File: src/rtl/xor_accum_pipe.sv
// xor_accum_pipe: per-lane XOR/XNOR/accumulate unit feeding a small result FIFO
//   clk, reset            : sole clock, synchronous active-high reset
//   in_valid/in_ready     : input handshake (beat carries in_a, in_b, in_op)
//   in_op                 : 00 XOR, 01 XNOR, 10 acc^X, 11 load X into acc
//   acc_clear             : zero the accumulator (before an accepted op 10)
//   out_comb              : combinational in_a ^ in_b
//   out_valid/out_ready   : output handshake on the queue head
//   out_data, out_parity  : queue head result and its per-lane parity
//   acc, beat_count       : accumulator register and accepted-beat counter
module xor_accum_pipe #(
  parameter int WIDTH = 8,
  parameter int LANES = 4,
  parameter int DEPTH = 2,
  parameter int CNT_W = 8
) (
  input  logic                   clk,
  input  logic                   reset,
  input  logic                   in_valid,
  output logic                   in_ready,
  input  logic [LANES*WIDTH-1:0] in_a,
  input  logic [LANES*WIDTH-1:0] in_b,
  input  logic [1:0]             in_op,
  input  logic                   acc_clear,
  output logic [LANES*WIDTH-1:0] out_comb,
  output logic                   out_valid,
  input  logic                   out_ready,
  output logic [LANES*WIDTH-1:0] out_data,
  output logic [LANES-1:0]       out_parity,
  output logic [LANES*WIDTH-1:0] acc,
  output logic [CNT_W-1:0]       beat_count
);
  localparam int W  = LANES * WIDTH;
  localparam int PW = $clog2(DEPTH);
  logic [W-1:0]  mem [DEPTH];
  logic [PW-1:0] wr_ptr, rd_ptr;
  logic [PW:0]   count;
  logic [W-1:0]  x, res;
  logic          push, pop;
  assign x        = in_a ^ in_b;
  assign out_comb = x;
  // Clear-before-accumulate: with acc_clear the op 10 result collapses to X.
  always_comb begin
    res = x;
    res = in_op == 2'b01 ? ~x :
          in_op == 2'b10 ? (acc_clear ? x : acc ^ x) : x;
  end
  // DEPTH is a power of two, so the occupancy MSB alone flags full.
  assign in_ready  = !count[PW] && !reset;
  assign out_valid = count != '0;
  assign push      = in_valid && in_ready;
  assign pop       = out_valid && out_ready;
  // Gate the head so stale entries never show once the queue is empty.
  assign out_data  = out_valid ? mem[rd_ptr] : '0;
  for (genvar i = 0; i < LANES; i++) begin : g_par
    assign out_parity[i] = ^out_data[i*WIDTH +: WIDTH];
  end
  always_ff @(posedge clk)
    if (push) mem[wr_ptr] <= res;
  always_ff @(posedge clk) begin
    if (reset) begin
      wr_ptr     <= '0;
      rd_ptr     <= '0;
      count      <= '0;
      acc        <= '0;
      beat_count <= '0;
    end else begin
      if (push) wr_ptr <= wr_ptr + PW'(1);
      if (pop) rd_ptr <= rd_ptr + PW'(1);
      if (push) beat_count <= beat_count + CNT_W'(1);
      count <= count + (PW+1)'(push) - (PW+1)'(pop);
      if (push && in_op[1]) acc <= res;
      else if (acc_clear) acc <= '0;
    end
  end
endmodule

File: config.mk
export PLATFORM = sky130hd
export DESIGN_NAME = xor_accum_pipe
export DESIGN_NICKNAME = d
export VERILOG_FILES = /design/src/rtl/xor_accum_pipe.sv
export SDC_FILE = /design/constraint.sdc
export NUM_CORES = 1
export LEC_CHECK = 0
export CORE_MARGIN = 4
export CORE_UTILIZATION = 40
export DETAILED_ROUTE_END_ITERATION = 8
export PLACE_DENSITY = 0.71
export REMOVE_ABC_BUFFERS = 1
export SLEW_MARGIN = 20
export SYNTH_ARGS = -nofsm -noshare
export SYNTH_HDL_FRONTEND = slang
export SYNTH_SLANG_ARGS = --single-unit
File: constraint.sdc
create_clock -name clk -period 3.2 [get_ports clk]
set_input_delay 0.32 -clock clk [delete_from_list [all_inputs] [get_ports clk]]
set_output_delay 0.32 -clock clk [all_outputs]
set_load 0.03 [all_outputs]
==> flow_summary.yaml <==
outcome:
  status: "finished clean"
floorplan:
  core_um2: 13300
  fp.dieH_um: 125
  ios: 181
  die_area_um2: 15700
  dieWidth_um: 125
  rows: 42
  start_util_pct: 41.2
sta:
  grt_setup_unrepaired: "false"
  fmax_mhz: 342
  setup_violations: 0
  slew_headroom_pct: 45.4
  max_slew.worst_pin.slew_ns: 0.819
  timing.hold.ws_ns: 0.499
  min_period_over_period_pct: 91.3
  final.setup.tns_ns: 0
  fin_crit_ns: 2.92
  finClkSkew_ns: 0.00766
  maxSlewViolCount: 0
  hold_violations: 0
clock_network:
  clock_path_buffers: 2
  clock_latency_ns: 0.33
  cts_max_level: 3
  cts-resized-gates: 0
  numClockSinks: 109
  cts_tree: "yes"
  root_buffer: "clkbuf_16"
  path_clk_slew_ns: 0.07
  cts_buffers: 9
worst_hold_path:
  holdPathEnd: "beat_count[1]"
  hold_depth: 5
  worstHoldStart: "reset"
  hp-class: "in2reg"
critical_path:
  cp-start-kind: "flip-flop"
  r2r-start: "count[1]"
  worstPathRequired_ns: 2.88
  cp.arrival_ns: 2.60
  critPathKind: "reg2out"
  reg2reg_depth: 8
  cp-end-kind: "primary output"
  r2r_slack_ns: 1.10
  cp_max_fo: 16
  timing.rr.end: "count[1]"
final_layout:
  final_cell_count_no_fill: 878
  fin_nets: 771
  fin_area_um2: 7790
  area_delta_synth_final_pct: 41.7
  drive_above_1_share_pct: 6.27
  insertedDiodeCount: 0
yosys:
  yosys_register_bits: 109
  ys_types: 31
  avgSynthCellArea_um2: 10.4
  yosysSeqAreaShare_pct: 51.4
  ys.warnings.count: 0
  netlist_area_um2: 5500
  syn_inst: 526
routing:
  viasPerCell: 4.85
  drc_errors: 0
  avgRoutedWirePerCell_um: 16.2
  via_count: 4260
  firstDrtPassIters: 4
  ant_nets: 0
  drt-total-wl_um: 14300
  drt_iter0_drc: 178
placed_design:
  placed_cells: 861
  dp_hpwl_um: 10100
  gp_congestion: 0.754
  port_buffers: 180
  place_area_um2: 7450
global_route:
  gr-total-overflow: 0
  grt_pass1_vias: 4465
  antenna_found_initial: 0
  grt_pass1_wl_um: 22400
  grt_max_degree: 47
  grt_util_all_layers_pct: 17.6
run:
  maxCapViolations: 0
power_and_ir_drop:
  pwr_density_cell_nw_per_um2: 772
  power_w: 0.00601
  ir_drop_mv: 0.399
  power.leakage_nw: 2.71
critical path, stage by stage, from the launching register on:
cell	delay, ns
dfxtp_2	0.68
mux2i_1	0.26
nor2_1	0.09
xnor2_1	0.23
xnor2_1	0.16
xnor2_1	0.15
clkdlybuf4s50_1	0.70
timing repair:
item,4_1_cts,5_1_grt
endpoints found under the setup margin,0,3
hold buffers,0,0
setup buffers,0,0
hold endpoints to repair,0,0
final cells by class:
| class | count | area (um2) |
|---|---|---|
| multi-input combinational | 383 | 2510 |
| inverter | 3 | 11.3 |
| tap | 176 | 220 |
| timing repair buffer | 191 | 1890 |
| clock buffer | 11 | 233 |
| fill | 1133 | 5560 |
| sequential | 109 | 2820 |
| clock inverter | 5 | 100 |
placed cells by master (no fill, tap or decap), drive strengths merged, types with 3 or more instances in the layout:
cell and instances:
bufinv 3, nand2 3, clkbuf 11, xor2 42, nor2 115, a21oi 32, xnor2 73, nor2b 35
and2 3, edfxtp 64, nor3 32, ha 3, buf 13, a211oi 4, clkdlybuf4s50 178, inv 3
mux2i 32, dfxtp 45
cell usage after synthesis:
library cell | count | area (um2)
buf_1 | 2 | 7.51
a21oi_1 | 32 | 160
xnor2_1 | 73 | 639
dfxtp_1 | 45 | 901
inv_2 | 1 | 3.75
nor2b_1 | 35 | 219
nor2_2 | 7 | 43.8
a211oi_1 | 4 | 30.0
nand2b_1 | 1 | 6.26
buf_4 | 4 | 30.0
nand2_1 | 2 | 7.51
and3_1 | 1 | 6.26
and4_1 | 1 | 8.76
edfxtp_1 | 64 | 1920
nand2_2 | 1 | 6.26
buf_2 | 12 | 60.1
buf_6 | 2 | 22.5
and2_1 | 3 | 18.8
o21ai_0 | 1 | 5.00
nor2_4 | 1 | 11.3
nand3_1 | 2 | 10.0
inv_1 | 2 | 7.51
mux2i_1 | 32 | 320
nor3_1 | 32 | 160
xor2_1 | 42 | 368
nand4_1 | 2 | 12.5
ha_1 | 3 | 37.5
buf_12 | 1 | 20.0
nor3b_2 | 1 | 12.5
nor2_1 | 106 | 398
clkbuf_1 | 11 | 41.3
power by group:
| part | switching, W | total, W | leakage (nW) | internal (W) |
|---|---|---|---|---|
| clock | 0.000456 | 0.00122 | 0.163 | 0.000763 |
| combinational | 0.00176 | 0.00303 | 1.59 | 0.00127 |
| sequential | 0.000115 | 0.00176 | 0.953 | 0.00165 |
| total | 0.00233 | 0.00601 | 2.71 | 0.00368 |
metal layers:
metal  global-route usage, %  vias to the layer above  share of wire, %
li1                        -                     2092                 -
met1                    21.2                     2006                42
met2                    30.7                      145                49
met3                    5.12                       17               7.5
met4                    5.23                        0               1.4
met5                       0                        -                 0
cells by family after synthesis:
family	share of synthesized area (%)
AND/OR/NAND/NOR	16.8
XOR/XNOR	18.3
flip-flops	51.4
AO/OA/AOI/OAI	3.55
buffers and inverters	3.51
multiplexers	5.83
adder cells (fa/ha/maj)	0.683
per-stage QoR:
stage,worst slack (ns),utilization [%]
floorplan,-0.0913,-
global placement,0.560,55.8
detailed placement,0.449,55.8
CTS,0.0905,58.3
global route,0.116,58.4
finish,0.278,58.4
how the worst max path moves through the flow:
stage / slack, ns / depth (start not counted) / from / to
2_1_floorplan: -0.09 / 5 / flip-flop / out_parity[0]
3_3_place_gp: 0.56 / 6 / count[1] / out_parity[0]
3_5_place_dp: 0.45 / 6 / count[1] / out_parity[0]
4_1_cts: 0.09 / 6 / count[1] / out_parity[0]
5_1_grt: 0.12 / 6 / count[1] / out_parity[2]
6_report: 0.28 / 6 / flip-flop / out_parity[0]
flip-flops by register name, summed over array words and instances, names as in the netlist, named ones only:
register	cells
mem	64
acc	32
beat_count	8
count	2
rd_ptr	1
wr_ptr	1
Note: power is estimated with default switching activity, not from simulation.
